File: config.mk
export PLATFORM = sky130hd
export DESIGN_NAME = divu_multu_sequencer
export DESIGN_NICKNAME = d
export VERILOG_FILES = /design/src/rtl/divu_multu_sequencer.sv
export SDC_FILE = /design/constraint.sdc
export NUM_CORES = 1
export LEC_CHECK = 0
export ABC_AREA = 1
export CORE_MARGIN = 3
export CORE_UTILIZATION = 50
export DETAILED_ROUTE_END_ITERATION = 12
export DONT_BUFFER_PORTS = 1
export RECOVER_POWER = 25
export SLEW_MARGIN = 40
export SYNTH_ARGS = -nofsm -noshare
export SYNTH_HDL_FRONTEND = slang
export SYNTH_SLANG_ARGS = --single-unit
export TNS_END_PERCENT = 1
File: constraint.sdc
create_clock -name clk -period 2 [get_ports clk]
set_input_delay 0.3 -clock clk [delete_from_list [all_inputs] [get_ports clk]]
set_output_delay 0.3 -clock clk [all_outputs]
set_load 0.1 [all_outputs]
File: src/rtl/divu_multu_sequencer.sv
// Sequencer for the shared iterative multiply/divide unit: clear, ITER iterations, result drain,
// plus HI/LO capture, MTHI/MTLO writes, divide-by-zero and illegal-op reporting.
//   state | meaning
//   IDLE  | ready for a request, HI/LO writable
//   CLEAR | one-cycle clear pulse to the unit
//   RUN   | unit driven with the latched op code for ITER cycles
//   DRAIN | unit commanded to present its result; captured into HI/LO on exit
module divu_multu_sequencer #(
    parameter int          ITER       = 32,
    parameter logic [5:0]  DIVU_CODE  = 6'b011011,
    parameter logic [5:0]  MULTU_CODE = 6'b011001,
    parameter logic [5:0]  OUT_CODE   = 6'b111111
) (
    input  logic        clk,
    input  logic        reset,
    input  logic        req_valid,
    input  logic [5:0]  req_op,
    input  logic [31:0] req_a,
    input  logic [31:0] req_b,
    output logic        req_ready,
    output logic [5:0]  unit_signal,
    output logic [31:0] unit_a,
    output logic [31:0] unit_b,
    output logic        unit_reset,
    input  logic [63:0] unit_result,
    input  logic        wr_hi_en,
    input  logic        wr_lo_en,
    input  logic [31:0] wr_data,
    output logic [31:0] hi,
    output logic [31:0] lo,
    output logic        busy,
    output logic        done,
    output logic        div_by_zero,
    output logic        illegal_op
);

    localparam int CW = $clog2(ITER + 1);

    typedef enum logic [1:0] {
        S_IDLE,
        S_CLEAR,
        S_RUN,
        S_DRAIN
    } state_t;

    state_t          r_state;
    state_t          w_state_nxt;
    logic [CW-1:0]   r_cnt;
    logic [5:0]      r_op;
    logic [31:0]     r_a;
    logic [31:0]     r_b;
    logic [31:0]     r_hi;
    logic [31:0]     r_lo;
    logic            r_done;
    logic            r_dbz;
    logic            r_ill;
    logic            w_accept;
    logic            w_op_legal;
    logic            w_div0;
    logic            w_unit_clr;

    assign w_accept   = (r_state == S_IDLE) && req_valid;
    assign w_op_legal = (req_op == DIVU_CODE) || (req_op == MULTU_CODE);
    assign w_div0     = (req_op == DIVU_CODE) && (req_b == 32'd0);

    always_comb begin
        w_state_nxt = r_state;
        unit_signal = 6'd0;
        w_unit_clr  = 1'b0;
        case (r_state)
            S_IDLE: begin
                if (w_accept && w_op_legal && !w_div0)
                    w_state_nxt = S_CLEAR;
            end
            S_CLEAR: begin
                w_unit_clr  = 1'b1;
                w_state_nxt = S_RUN;
            end
            S_RUN: begin
                unit_signal = r_op;
                if (r_cnt == CW'(ITER - 1))
                    w_state_nxt = S_DRAIN;
            end
            S_DRAIN: begin
                unit_signal = OUT_CODE;
                w_state_nxt = S_IDLE;
            end
            default: w_state_nxt = S_IDLE;
        endcase
    end

    always_ff @(posedge clk) begin
        if (reset) begin
            r_state <= S_IDLE;
            r_cnt   <= '0;
            r_op    <= 6'd0;
            r_a     <= 32'd0;
            r_b     <= 32'd0;
            r_hi    <= 32'd0;
            r_lo    <= 32'd0;
            r_done  <= 1'b0;
            r_dbz   <= 1'b0;
            r_ill   <= 1'b0;
        end else begin
            r_state <= w_state_nxt;
            r_done  <= 1'b0;
            r_dbz   <= 1'b0;
            r_ill   <= w_accept && !w_op_legal;

            if (r_state == S_CLEAR)
                r_cnt <= '0;
            else if (r_state == S_RUN)
                r_cnt <= r_cnt + CW'(1);

            if (w_accept) begin
                r_op <= req_op;
                r_a  <= req_a;
                r_b  <= req_b;
            end

            // Operation results take priority over MTHI/MTLO on the same edge.
            if (r_state == S_DRAIN) begin
                r_hi   <= unit_result[63:32];
                r_lo   <= unit_result[31:0];
                r_done <= 1'b1;
            end else if (w_accept && w_div0) begin
                r_hi   <= req_a;
                r_lo   <= 32'hFFFF_FFFF;
                r_done <= 1'b1;
                r_dbz  <= 1'b1;
            end else if (r_state == S_IDLE) begin
                if (wr_hi_en)
                    r_hi <= wr_data;
                if (wr_lo_en)
                    r_lo <= wr_data;
            end
        end
    end

    assign req_ready   = (r_state == S_IDLE);
    assign busy        = (r_state != S_IDLE);
    assign unit_reset  = w_unit_clr || reset;
    assign unit_a      = r_a;
    assign unit_b      = r_b;
    assign hi          = r_hi;
    assign lo          = r_lo;
    assign done        = r_done;
    assign div_by_zero = r_dbz;
    assign illegal_op  = r_ill;

endmodule

After elaboration in Yosys (flattened, before gate mapping)
Index checks and enable logic that the tools add are counted.

Add/subtract/negate cells: 1. Equal/unequal tests: 8. Muxes and demuxes: 15. Reduce and logical (&&, ||, !) cells: 21.

Operator list (number): 2-to-1 mux 32 bit (8); logical NOT 32 bit (1); equality test 6 x 5 -> 1 bit (second input constant) (3); one-hot mux 6 bit (2 select lines) (1); nonzero test 3 bit (3); one-hot mux 2 bit (4 select lines) (1); adder 6 x 1 -> 6 bit (second input constant) (1); logical AND 1 bit (6); AND reduction 2 bit (3); equality test 2 bit (second input constant) (2); 2-to-1 mux 2 bit (2); OR reduction 2 bit (2); 2-to-1 mux 1 bit (3); equality test 2 x 1 -> 1 bit (second input constant) (1); logical NOT 1 bit (2); logical NOT 2 bit (1); logical OR 1 bit (2); != test 2 x 1 -> 1 bit (second input constant) (1); != test 2 bit (second input constant) (1); nonzero test 2 bit (1).

Bits in registers: 145. Bits of input ports: 171. Output and inout bits: 140.

Longest topological paths before layout
Depth after elaboration: 6. Gate-level depth with buffers: 12.

Worst setup path after synthesis
No wires, ideal clock.

Path type: register to register. Start: register r_state[0]. End: register r_state[1]. Setup time: 0.115 ns. Arrival time: 2.505 ns. Data required time: 1.885 ns. Path slack: -0.620 ns. Stages on the path, launching flop included: 7. Path buffers: 0. Cell sequence: dfxtp_1 -> inv_1 -> ha_1 -> inv_1 -> o21bai_1 -> a21oi_1 -> nor2_1.

Cells in the longest elaborated chain, start to end: 6. Elaborated cells on any way between the ends: 11.

Ends and longest elaborated chain: from (decl) (line 46) `state_t r_state;`; from (signal assigned) (line 105) `r_state <= w_state_nxt;`; logical NOT 2 bit (*); via req_ready (line 20) `output logic req_ready,`; logical AND 1 bit (line 62) `assign w_accept = (r_state == S_IDLE) && req_valid;`; logical AND 1 bit (2 in a row) (line 72) `if (w_accept && w_op_legal && !w_div0)`; != test 2 x 1 -> 1 bit (no line); AND reduction 2 bit (no line).

Mark *: on every way through the listed nets, which the timed path passes. The rest lies on a longest branch. A chain may end at the register's enable or synchronous reset.

Worst setup path after layout
Start: register r_state[0]. End: output unit_signal[3].

Cells in the longest elaborated chain, start to end: 2. Elaborated cells on any way between the ends: 3.

Ends and longest elaborated chain: equality test 2 bit (line 70) `case (r_state)`; one-hot mux 6 bit (2 select lines) (*) (line 70); to (decl) (line 21) `output logic [5:0] unit_signal,`.

Mark *: on every way between the ends. The rest lies on a longest branch, timed or not.

==> metrics.md <==
| Metric | Value |
|---|---|
| Clock tree from TritonCTS | built |
| WP data arrival | roughly 1.7 ns |
| Post-Route WL | around 25000 um |
| Ant. Diodes | 0 |
| Overall Power | roughly 20 mW |
| First-pass GRT wire length | about 37000 um |
| Core Util, Final | 63.9% |
| Dpl hpwl | 17900 um |
| Power share of the clock group | 17.2% |
| DRT antenna net count | 0 |
| Clock Sinks | 145 |
| Slew Limit Fails | 0 |
| Post-synth design cell area | between 7000 and 8000 um2 |
| Max-cap violations | 0 |
| Post-Synthesis Cells | between 1000 and 1500 |
| Worst skew pair latency | about 0.42 ns |
| Initial core utilization | 52.2% |
| Post-synth ARST share | 0% |
| Syn avg cell area | 6.53 um2 |
| Unrepaired setup endpoints after global routing | true |
| DRT iter0 DRCs | between 400 and 500 |
| Hold Path Class | input pin to register |
| DRT Pass-1 Iters | 5 |
| Die Area | about 17000 um2 |
| Least-Margin Pin Slew | between 0.6 and 0.7 ns |
| DRC viols | 0 |
| P&R area growth vs syn | 22.4% |
| Root Buffer Master | clkbuf_16 |
| H-tree levels | 4 |
| Status | finished, violations left |
| Fin Clk Skew | approximately 0.006 ns |
| Most common cell after layout, fill and taps aside | nor2_1 |
| IO Pins | between 300 and 400 |
| Total global routing overflow | 0 |
| # rows | 44 |
| Setup_tns | -0.120 ns |
| Layout cells sized above 1 | 21.1% |
| Horiz. Die Dim | 131 um |
| Vias per cell | approximately 5.1 |
| Count of input and output buffers | 0 |
| Final hold slack | 0.0234 ns |
| Die span in y | 131 um |
| Ys flop type | dfxtp_1 |
| Via Count | 7604 |
| Antenna violations before repair | 0 |
| Pwr/cell area | roughly 2100 nW/um2 |
| Psw | approximately 11 mW |
| Vias in the first global route | 7087 |
| Crit end category | output port |
| Total GRT Usage | ~28% |
| Mapped Nets | ~1400 |
| Setup WS pre-CTS | a little under 0.1 ns |
| Bufs on Longest Clock Path | 2 |
| Hold Fails Final Rpt | 0 |
| Setup ws final | -0.0337 ns |
| Worst setup SP type | register |
| Synth cell types | 29 |
| Leakage | around 4.7 nW |
| Logic pwr share | between 60% and 70% |
| Final Setup Violations | 6 |
| #FFs+latches synth | between 100 and 150 |
| Core footprint | around 15000 um2 |
| Failing checks | negative setup slack |
| Avg WL per Cell | 16.4 um |
| Worst relative slew slack | roughly 60% |
| Worst-path clk slew | 0.06 ns |
| Fmax achieved | 492 MHz |
| Warnings, synthesis | 0 |
| Tcrit/Tclk final | 102% |
| Largest net degree at the start of global routing | 64 |
| NumNets Final | 1480 |
| Final worst path period need | roughly 2.0 ns |
| IR Drop Worst-Case VDD | approximately 940 uV |
| Worst EP required | roughly 1.7 ns |
| Crit path max fanout | 10 |
| Post-synthesis sequential area ratio | between 30% and 40% |
| Crit path kind | register to output port |
| Post-synth EDFFs | 0 |
| Most frequent cells in the layout | nor2_1 (338), nand2_1 (301), dfxtp_1 (145), inv_1 (123), buf_4 (85) |
| Internal power | 8.37 mW |
| GPL Wtd Cong | 0.809 |
| Sequential share of power | a little over a fifth |
| Cts bufs inserted | 17 |
| Switching share of power | about 58% |
[Yosys cell counts, types with 2 or more instances]
| cell | n | area share (%) |
|---|---|---|
| o211ai_2 | 60 | 9.7 |
| nor3b_1 | 3 | 0.29 |
| a21oi_1 | 24 | 1.5 |
| nand4_1 | 2 | 0.16 |
| o211ai_1 | 4 | 0.39 |
| nor2_1 | 340 | 16 |
| buf_1 | 4 | 0.19 |
| o21ai_0 | 72 | 4.6 |
| buf_2 | 25 | 1.6 |
| clkbuf_1 | 33 | 1.6 |
| buf_6 | 13 | 1.9 |
| nand3_1 | 10 | 0.65 |
| nand2_1 | 302 | 15 |
| nor2_2 | 5 | 0.40 |
| dfxtp_1 | 145 | 37 |
| inv_1 | 126 | 6.1 |
| nor3_1 | 4 | 0.26 |
| ha_1 | 6 | 0.97 |
[sequential cells by signal, summed over array words and instances (netlist names)]
register,cells
div_by_zero,1
done,1
hi,32
illegal_op,1
lo,32
r_cnt,6
r_op,6
r_state,2
unit_a,32
unit_b,32
[metal layers]
metal	vias up	track usage, %	wire length (um)
met3	22	9.72	2490
met1	3432	33.8	9980
met2	265	47.4	11900
li1	3885	-	-
met5	-	0	0
met4	0	6.84	303
[through the flow]
| step | instances | cell area, um2 |
|---|---|---|
| final | 1499 | 9490 |
| after global routing | 1499 | 9490 |
| after CTS | 1499 | 9650 |
| after detailed placement | 1467 | 8990 |
| after global placement | 1467 | 8990 |
| after floorplan | 1189 | 7770 |
[power by group through the flow]
stage	logic [mW]	clock network, mW	registers (mW)
2_1_floorplan	3.36	0	10.9
3_3_place_gp	12.4	0	4.19
3_5_place_dp	12.5	0	4.22
4_1_cts	12.6	3.45	4.17
5_1_grt	12.9	3.58	4.24
6_report	12.2	3.40	4.16
[worst max-delay path, stage by stage, from the launching register on]
cell and delay [ns]:
dfxtp_1 0.40, ha_2 0.29, inv_1 0.22, nand2_1 0.16
buf_6 0.23
[area by class of cell]
cell class	instances	area (um2)
multi-input cells	842	4020
well taps	184	230
flip-flops and latches	145	2900
fillers	1469	5370
inverters	127	483
repair buffers	170	1230
clock buffers	19	443
clock inverters	12	183
[repair_timing]
item,CTS,global route
hold buffers,1,0
setup buffers,0,0
endpoints found under the hold margin,1,0
endpoints found under the setup margin,7,21
gates resized for setup,8,3
[logic make-up after synthesis]
group,count (synthesis),synth area share [%]
buffers and inverters,202,11.4
adder cells (fa/ha/maj),6,0.968
AND/OR/NAND/NOR,672,33.5
multiplexers,1,0.129
AO/OA/AOI/OAI,163,16.6
flip-flops,145,37.4
[path summary, 6_finish.rpt]
kind,start,to,depth (start not counted),slack [ns]
max,r_state[0],unit_signal[3],4,-0.03
min reg2reg,unit_a[22],unit_a[22],2,0.49
min,req_op[0],r_op[0],2,0.02
max reg2reg,r_state[0],lo[29],9,0.11
(Power assumes the default switching activity.)
